[src/rtl/hedios_uart_pkg.sv]
// Shared FSM encoding and baud-timing helpers for the Hedios UART receiver.
package hedios_uart_pkg;

    localparam logic [2:0] ST_IDLE      = 3'd0;
    localparam logic [2:0] ST_START     = 3'd1;
    localparam logic [2:0] ST_DATA      = 3'd2;
    localparam logic [2:0] ST_STOP      = 3'd3;
    localparam logic [2:0] ST_WAIT_IDLE = 3'd4;

    // Clocks per bit period (integer division).
    function automatic int unsigned calc_cpb(input int unsigned clk_rate,
                                             input int unsigned baud_rate);
        return clk_rate / baud_rate;
    endfunction

    // Offset from the start edge to the middle of the start bit.
    function automatic int unsigned calc_half(input int unsigned clk_rate,
                                              input int unsigned baud_rate);
        return calc_cpb(clk_rate, baud_rate) / 2;
    endfunction

endpackage

[src/rtl/hedios_bit_sync.sv]
// Multi-flop synchronizer for a single asynchronous bit; resets to 1 (idle line).
module hedios_bit_sync #(
    parameter int unsigned STAGES = 2
) (
    input  logic clk,
    input  logic rst,
    input  logic d,
    output logic q
);

    if (STAGES < 2) begin : g_stages_check
        $error("hedios_bit_sync: STAGES must be at least 2");
    end

    logic [STAGES-1:0] sync_q;
    logic [STAGES-1:0] sync_d;

    // Shift the raw bit in at the bottom of the chain.
    always_comb begin
        sync_d = {sync_q[STAGES-2:0], d};
    end

    // Synchronizer flops.
    always_ff @(posedge clk) begin
        if (rst) begin
            sync_q <= {STAGES{1'b1}};
        end else begin
            sync_q <= sync_d;
        end
    end

    assign q = sync_q[STAGES-1];

endmodule

[src/rtl/hedios_uart_rx.sv]
// UART 8N1 receiver with a one-byte holding register and valid/ready handoff.
module hedios_uart_rx
    import hedios_uart_pkg::*;
#(
    parameter int unsigned CLK_RATE  = 100_000_000,
    parameter int unsigned BAUD_RATE = 1_000_000
) (
    input  logic       clk,
    input  logic       rst,
    input  logic       rx_line,
    output logic [7:0] out_data,
    output logic       out_valid,
    input  logic       out_ready,
    output logic       frame_err,
    output logic       overrun,
    output logic       busy
);

    localparam int unsigned CPB   = calc_cpb(CLK_RATE, BAUD_RATE);
    localparam int unsigned HALF  = calc_half(CLK_RATE, BAUD_RATE);
    localparam int unsigned TMR_W = $clog2(CPB);

    if (CPB < 8) begin : g_cpb_check
        $error("hedios_uart_rx: CLK_RATE/BAUD_RATE must be at least 8");
    end

    localparam logic [TMR_W-1:0] CPB_LAST  = TMR_W'(CPB - 1);
    localparam logic [TMR_W-1:0] HALF_LAST = TMR_W'(HALF - 1);

    logic             rx_s;
    logic [2:0]       state_q, state_d;
    logic [TMR_W-1:0] tmr_q, tmr_d;
    logic [2:0]       idx_q, idx_d;
    logic [7:0]       shift_q, shift_d;
    logic [7:0]       data_q, data_d;
    logic             valid_q, valid_d;
    logic             ferr_q, ferr_d;
    logic             ovr_q, ovr_d;
    logic             busy_q, busy_d;
    logic             xfer;
    logic             tmr_wrap;

    hedios_bit_sync #(.STAGES(2)) u_sync (
        .clk (clk),
        .rst (rst),
        .d   (rx_line),
        .q   (rx_s)
    );

    // Next-state, bit timing, shift register and holding-register control.
    always_comb begin
        state_d  = state_q;
        tmr_d    = tmr_q;
        idx_d    = idx_q;
        shift_d  = shift_q;
        data_d   = data_q;
        valid_d  = valid_q;
        ferr_d   = 1'b0;
        ovr_d    = 1'b0;
        xfer     = valid_q && out_ready;
        tmr_wrap = (tmr_q == CPB_LAST);

        if (xfer) begin
            valid_d = 1'b0;
        end

        case (state_q)
            ST_IDLE: begin
                if (!rx_s) begin
                    state_d = ST_START;
                    tmr_d   = '0;
                end
            end
            ST_START: begin
                if (tmr_q == HALF_LAST) begin
                    tmr_d   = '0;
                    idx_d   = 3'd0;
                    state_d = rx_s ? ST_IDLE : ST_DATA;
                end else begin
                    tmr_d = tmr_q + TMR_W'(1);
                end
            end
            ST_DATA: begin
                if (tmr_wrap) begin
                    tmr_d          = '0;
                    shift_d[idx_q] = rx_s;
                    idx_d          = idx_q + 3'd1;
                    if (idx_q == 3'd7) begin
                        state_d = ST_STOP;
                    end
                end else begin
                    tmr_d = tmr_q + TMR_W'(1);
                end
            end
            ST_STOP: begin
                if (tmr_wrap) begin
                    tmr_d = '0;
                    if (rx_s) begin
                        state_d = ST_IDLE;
                        if (!valid_q || out_ready) begin
                            data_d  = shift_q;
                            valid_d = 1'b1;
                        end else begin
                            ovr_d = 1'b1;
                        end
                    end else begin
                        state_d = ST_WAIT_IDLE;
                        ferr_d  = 1'b1;
                    end
                end else begin
                    tmr_d = tmr_q + TMR_W'(1);
                end
            end
            ST_WAIT_IDLE: begin
                if (rx_s) begin
                    state_d = ST_IDLE;
                end
            end
            default: begin
                state_d = ST_IDLE;
            end
        endcase

        busy_d = (state_d != ST_IDLE);
    end

    // State and output registers.
    always_ff @(posedge clk) begin
        if (rst) begin
            state_q <= ST_IDLE;
            tmr_q   <= '0;
            idx_q   <= 3'd0;
            shift_q <= 8'd0;
            data_q  <= 8'd0;
            valid_q <= 1'b0;
            ferr_q  <= 1'b0;
            ovr_q   <= 1'b0;
            busy_q  <= 1'b0;
        end else begin
            state_q <= state_d;
            tmr_q   <= tmr_d;
            idx_q   <= idx_d;
            shift_q <= shift_d;
            data_q  <= data_d;
            valid_q <= valid_d;
            ferr_q  <= ferr_d;
            ovr_q   <= ovr_d;
            busy_q  <= busy_d;
        end
    end

    assign out_data  = data_q;
    assign out_valid = valid_q;
    assign frame_err = ferr_q;
    assign overrun   = ovr_q;
    assign busy      = busy_q;

endmodule

[config.mk]
export PLATFORM = sky130hd
export DESIGN_NAME = hedios_uart_rx
export DESIGN_NICKNAME = d
export VERILOG_FILES = /design/src/rtl/hedios_uart_pkg.sv /design/src/rtl/hedios_bit_sync.sv /design/src/rtl/hedios_uart_rx.sv
export SDC_FILE = /design/constraint.sdc
export NUM_CORES = 1
export LEC_CHECK = 0
export CAP_MARGIN = 20
export CORE_ASPECT_RATIO = 0.5
export CORE_UTILIZATION = 50
export DETAILED_ROUTE_END_ITERATION = 8
export PLACE_DENSITY = 0.71
export SLEW_MARGIN = 25
export SYNTH_ARGS = -nofsm -noshare
export SYNTH_HDL_FRONTEND = slang
export SYNTH_SLANG_ARGS = --single-unit
[constraint.sdc]
create_clock -name clk -period 1.85 [get_ports clk]
set_input_delay 0.37 -clock clk [delete_from_list [all_inputs] [get_ports clk]]
set_output_delay 0.37 -clock clk [all_outputs]
set_load 0.005 [all_outputs]
# After elaboration in Yosys (flattened, before gate mapping)

Index checks and enable logic that the tools add are counted.

Add/sub/neg operators: 2
Magnitude comparators: 2
Reductions and logical operators: 15
Mux-type cells: 26
Equality and inequality tests: 10
Bitwise logic cells: 3

Operators by type and width:

| operator                                                              | count |
|---|---|
| 3-bit 2-to-1 mux                                                      | 9 |
| 7-bit 2-to-1 mux                                                      | 3 |
| 7-bit one-hot mux with 3 select lines                                 | 1 |
| 3-bit one-hot mux with 5 select lines                                 | 1 |
| 8-bit bitwise mux                                                     | 1 |
| 1-bit 2-to-1 mux                                                      | 8 |
| 7-bit by 1-bit adder with 7-bit output, second input constant         | 1 |
| 7-bit by 6-bit equality test with 1-bit output, second input constant | 1 |
| 7-bit equality test, second input constant                            | 1 |
| 3-bit by 2-bit equality test with 1-bit output, second input constant | 2 |
| 3-bit equality test, second input constant                            | 2 |
| 2-bit inequality test, second input constant                          | 3 |
| 3-bit one-hot mux with 2 select lines                                 | 1 |
| 3-bit nonzero test                                                    | 2 |
| 3-bit by 4-bit < comparator with 1-bit output, second input constant  | 1 |
| 2-bit AND reduction                                                   | 2 |
| 4-bit AND reduction                                                   | 1 |
| 4-bit OR reduction                                                    | 1 |
| 3-bit by 1-bit adder with 3-bit output, second input constant         | 1 |
| 1-bit demux with 3-bit select                                         | 1 |
| 3-bit by 1-bit equality test with 1-bit output, second input constant | 1 |
| 3-bit by 1-bit >= comparator with 1-bit output, second input constant | 1 |
| 3-bit zero test                                                       | 1 |
| 1-bit inverter                                                        | 3 |
| other kinds (8)                                                       | 9 |

Word-level logic and storage cells: 68
Bits in registers: 35
Input bits: 4
Output and inout bits: 12

# Logic depth before layout (Yosys ltp)

Depth in word-level cells: 6
Mapped depth: 6
Depth with buffers taken out: 6

# By module

Synthesis repeated with hierarchy kept, for this count alone.

Cells, all modules: 186
Area, all modules: 1717.9 um^2

Modules (own cells, without submodules):

| module          | area an instance (um^2) | sequential area each (um^2) | cells each | times used |
|---|---|---|---|---|
| hedios_uart_rx  | 1665.3                  | 660.6                       | 182        | 1 |
| hedios_bit_sync | 52.6                    | 40.0                        | 4          | 1 |

# Worst setup path before layout

Ideal clock, no wire load.

Path type: register to register
Start point: register tmr_q[0]
End point: register data_q[0], in the netlist out_data[0]
Stages on the path, launching flop included: 7
Path slack: 0.191 ns
Library setup time: 0.128 ns
Required time: 1.722 ns
Buffers on the path: 1
Arrival time: 1.532 ns
Period minus slack after synthesis: 1.659 ns
Cell sequence: dfxtp_1 > ha_1 > nand4b_2 > nor4b_1 > buf_4 > mux2i_1 > nor2_1

Longest elaborated chain between the ends: 2

Ends and longest elaborated chain:

| element                              | line                  | RTL |
|---|---|---|
| from (decl)                          | hedios_uart_rx.sv:32  | `logic [TMR_W-1:0] tmr_q, tmr_d;` |
| from (signal assigned)               | hedios_uart_rx.sv:141 | `tmr_q <= tmr_d;` |
| 7-bit equality test                  | hedios_uart_rx.sv:61  | `tmr_wrap = (tmr_q == CPB_LAST);` |
| 4-bit AND reduction (no source line) | n/a                   |  |
| to (signal assigned)                 | hedios_uart_rx.sv:144 | `data_q <= data_d;` |
| to (decl)                            | hedios_uart_rx.sv:35  | `logic [7:0] data_q, data_d;` |

No other way between the ends.
A chain may end at the register's enable or synchronous reset.

# Worst setup path after layout

Start point: register tmr_q[0]
End point: register shift_q[4]

Longest elaborated chain between the ends: 2

Ends and longest elaborated chain:

| element                              | line                  | RTL |
|---|---|---|
| 7-bit equality test                  | hedios_uart_rx.sv:61  |  |
| 2-bit AND reduction (no source line) | n/a                   |  |
| to (signal assigned)                 | hedios_uart_rx.sv:143 | `shift_q <= shift_d;` |
| to (decl)                            | hedios_uart_rx.sv:34  | `logic [7:0] shift_q, shift_d;` |

No other way between the ends.

==> impl_metrics.toml <==
[sta]
slew_headroom_pct = 69.1
drv_slew = 0
max_freq_mhz = 578
worst-slew-pin-transition_ns = 0.462
grt_setup_unrepaired = "false"
post_layout_min_period_ns = 1.73
period_share_pct = 93.4
fin_setup_tns_ns = 0
final_hold_viol_count = 0
worst_clock_skew_ns = 0.00793
setup-violations-final = 0

[worst_setup_path]
path_class = "reg2reg"
cp.required_ns = 2.06
cp_max_fo = 5
end_kind = "register"
critical_path.startpoint_type = "register"
arrival_ns = 1.94
regToRegSetupSlack_ns = 0.12

[detailed_routing]
via_to_cell_ratio = 5.35
met1Wirelength_um = 1600
drt_drc_violations_left = 0
dr.max_layer_used = "met4"
detailedRoute.firstIterationViolations = 43
totalWireLength_um = 3170
drt.antenna.violating_nets = 0
drt-pass1-iter-count = 4
drt-wirelength-per-cell_um = 13.0
dr_wl_met3_um = 92
route.vias.total = 1306
routed-wl-met2_um = 1470

[floorplan]
die_width_um = 82.3
floorplan.initialDensity_pct = 53.1
floorplan.rows = 14
core_area_um2 = 3030
die_area_um2 = 3470
floorplan.io_pins = 16
die_height_um = 42.1

[job]
max_cap_viol_count = 0

[cells_and_area]
area_delta_synth_final_pct = 22.8
antenna_cells_inserted = 0
final_net_count = 212
post_route_cells_drive_above_1_share_pct = 14.2
final_util_pct = 65.3
number_of_fill_cells_in_the_layout = 248

[synthesis]
synthDominantAreaCellType = "dfxtp_1"
syn_area_um2 = 1610
synth_top_family_by_area = "simple AND/OR/NAND/NOR gates"
synthesis.area_per_instance_um2 = 9.00
yosys.cell_count.top_type = "dfxtp_1"
synth.lib_cells_used.distinct = 40
yosysWarnings = 0
ys_async_rst_share_pct = 0
synth_flop_cell = "dfxtp_1"
synth_seq_cells = 35
synth_enable_flop_cells = 0
postSynthCellCount = 179
synthMuxAreaShare_pct = 9.95
syn_nets = 187
cell_types_with_the_largest_area_share_after_synthesis = "dfxtp_1, mux2i_1, nand2_1"
synth_xor_area_share_pct = 0
yosys.area.top_type_share_pct = 43.5
synth-seq-area-share_pct = 43.5
synth-adder-area-share_pct = 3.11
commonest_cells_in_the_netlist = "dfxtp_1, nand2_1, mux2i_1"
synth_compound_area_share_pct = 13.1
yosys.area_share.simple_pct = 26.7

[clock_tree]
cts_tree = "built"
number_of_clock_buffers_inserted_by_tritoncts = 5
worst_skew_pair_later_pin_latency_ns = 0.28
root_buffer = "clkbuf_8"
worst_setup_hold_path_clk_slew_ns = 0.07
cts_sinks = 35
cts-root-to-sink-buffers = 2
htree_levels = 2

[placed_design]
port-buffer-count = 15
globalplace.congestion = 0.775
place.detailed.hpwl_um = 2260

[power]
worst_ir_drop_vdd_mv = 0.516
pwr_density_cell_nw_per_um2 = 746
leakage_nw = 0.757

[global_routing]
grt_pass1_vias = 1294
grt_pass1_wl_um = 5650
maximum_number_of_pins_on_one_net_before_global_route_repair = 20
grt.overflow.total = 0
tot_gr_track_use_pct = 21.7
initial_antenna_violation_count = 0

[worst_hold_path]
hold_path.class = "reg2reg"

[run_status]
outcome = "complete, no violations"
## power by group
part | leakage [nW] | switching [W] | internal (W) | total [W]
sequential | 0.283 | 0.00000738 | 0.000759 | 0.000767
combinational | 0.423 | 0.0000323 | 0.0000275 | 0.0000599
clock | 0.0513 | 0.000254 | 0.000395 | 0.000649
## metal layers
layer / vias up / GRT usage [%]
li1: 688 / -
met2: 13 / 35.4
met1: 603 / 28.4
met3: 2 / 6.52
met5: - / 0
met4: 0 / 4.56
## layout make-up
cell class	count	area [µm²]	area share (%)
multi-input cells	130	861	43.5
flip-flops and latches	35	701	35.4
clock inverters	1	30.0	1.52
inverters	7	26.3	1.33
well taps	40	50.0	2.53
clock buffers	6	72.6	3.67
repair buffers	25	238	12.0
## metrics by stage
step | cells | power, W | worst slack, ns | area [µm²] | hold slack (ns)
after global routing | 244 | 0.00153 | 0.00795 | 1980 | 0.428
after global placement | 237 | 0.000844 | 0.0512 | 1870 | 0.398
final | 244 | 0.00148 | 0.121 | 1980 | 0.421
after CTS | 244 | 0.00150 | 0.0556 | 1980 | 0.425
after floorplan | 179 | 0.000813 | 0.191 | 1610 | 0.389
after detailed placement | 237 | 0.000843 | 0.0244 | 1870 | 0.401
## logic make-up after synthesis
logic type,after synthesis
AO/OA/AOI/OAI,29
flip-flops,35
adder cells (fa/ha/maj),4
multiplexers,16
AND/OR/NAND/NOR,81
buffers and inverters,14
## state kept, by name (all words and copies together) (netlist names)
| register | count |
|---|---|
| frame_err | 1 |
| u_sync.sync_q | 2 |
| busy | 1 |
| state_q | 3 |
| idx_q | 3 |
| out_valid | 1 |
| out_data | 8 |
| shift_q | 8 |
| overrun | 1 |
| tmr_q | 7 |
## worst paths after layout
check,cells past startpoint,from,to
min reg2reg,1,u_sync.sync_q[0]$_SDFF_PP1_,u_sync.sync_q[1]$_SDFF_PP1_
min,1,u_sync.sync_q[0]$_SDFF_PP1_,u_sync.sync_q[1]$_SDFF_PP1_
max,6,tmr_q[0]$_SDFFE_PP0P_,shift_q[4]$_SDFFE_PP0P_
max reg2reg,6,tmr_q[0]$_SDFFE_PP0P_,shift_q[4]$_SDFFE_PP0P_
## critical path, stage by stage (launching register included)
cell      delay [ns]
dfxtp_1         0.39
ha_2            0.25
nand4b_2        0.19
nor4_1          0.26
buf_4           0.19
and3_1          0.19
mux2i_1         0.18
## cells in the final DEF (no fill, tap or decap), types with 4 or more instances in the layout
cell	Yosys	final
nand3_1	7	7
o21ai_0	6	6
clkbuf_8	0	5
dfxtp_1	35	35
inv_1	7	7
or2_2	4	4
mux2i_1	16	16
a21oi_1	4	4
nor2_1	13	13
o311ai_1	3	4
clkdlybuf4s50_1	0	15
buf_4	1	9
nand2_1	30	30
o211ai_1	4	4
nor3_1	7	7
## repair_timing
| action | 4_1_cts | 5_1_grt |
|---|---|---|
| hold endpoints to repair | 0 | 0 |
| setup endpoints to repair | 0 | 8 |
| setup buffers | 0 | 0 |
| resized for setup | 0 | 2 |
| hold buffers | 0 | 0 |
Note: power is estimated with default switching activity, not from simulation.
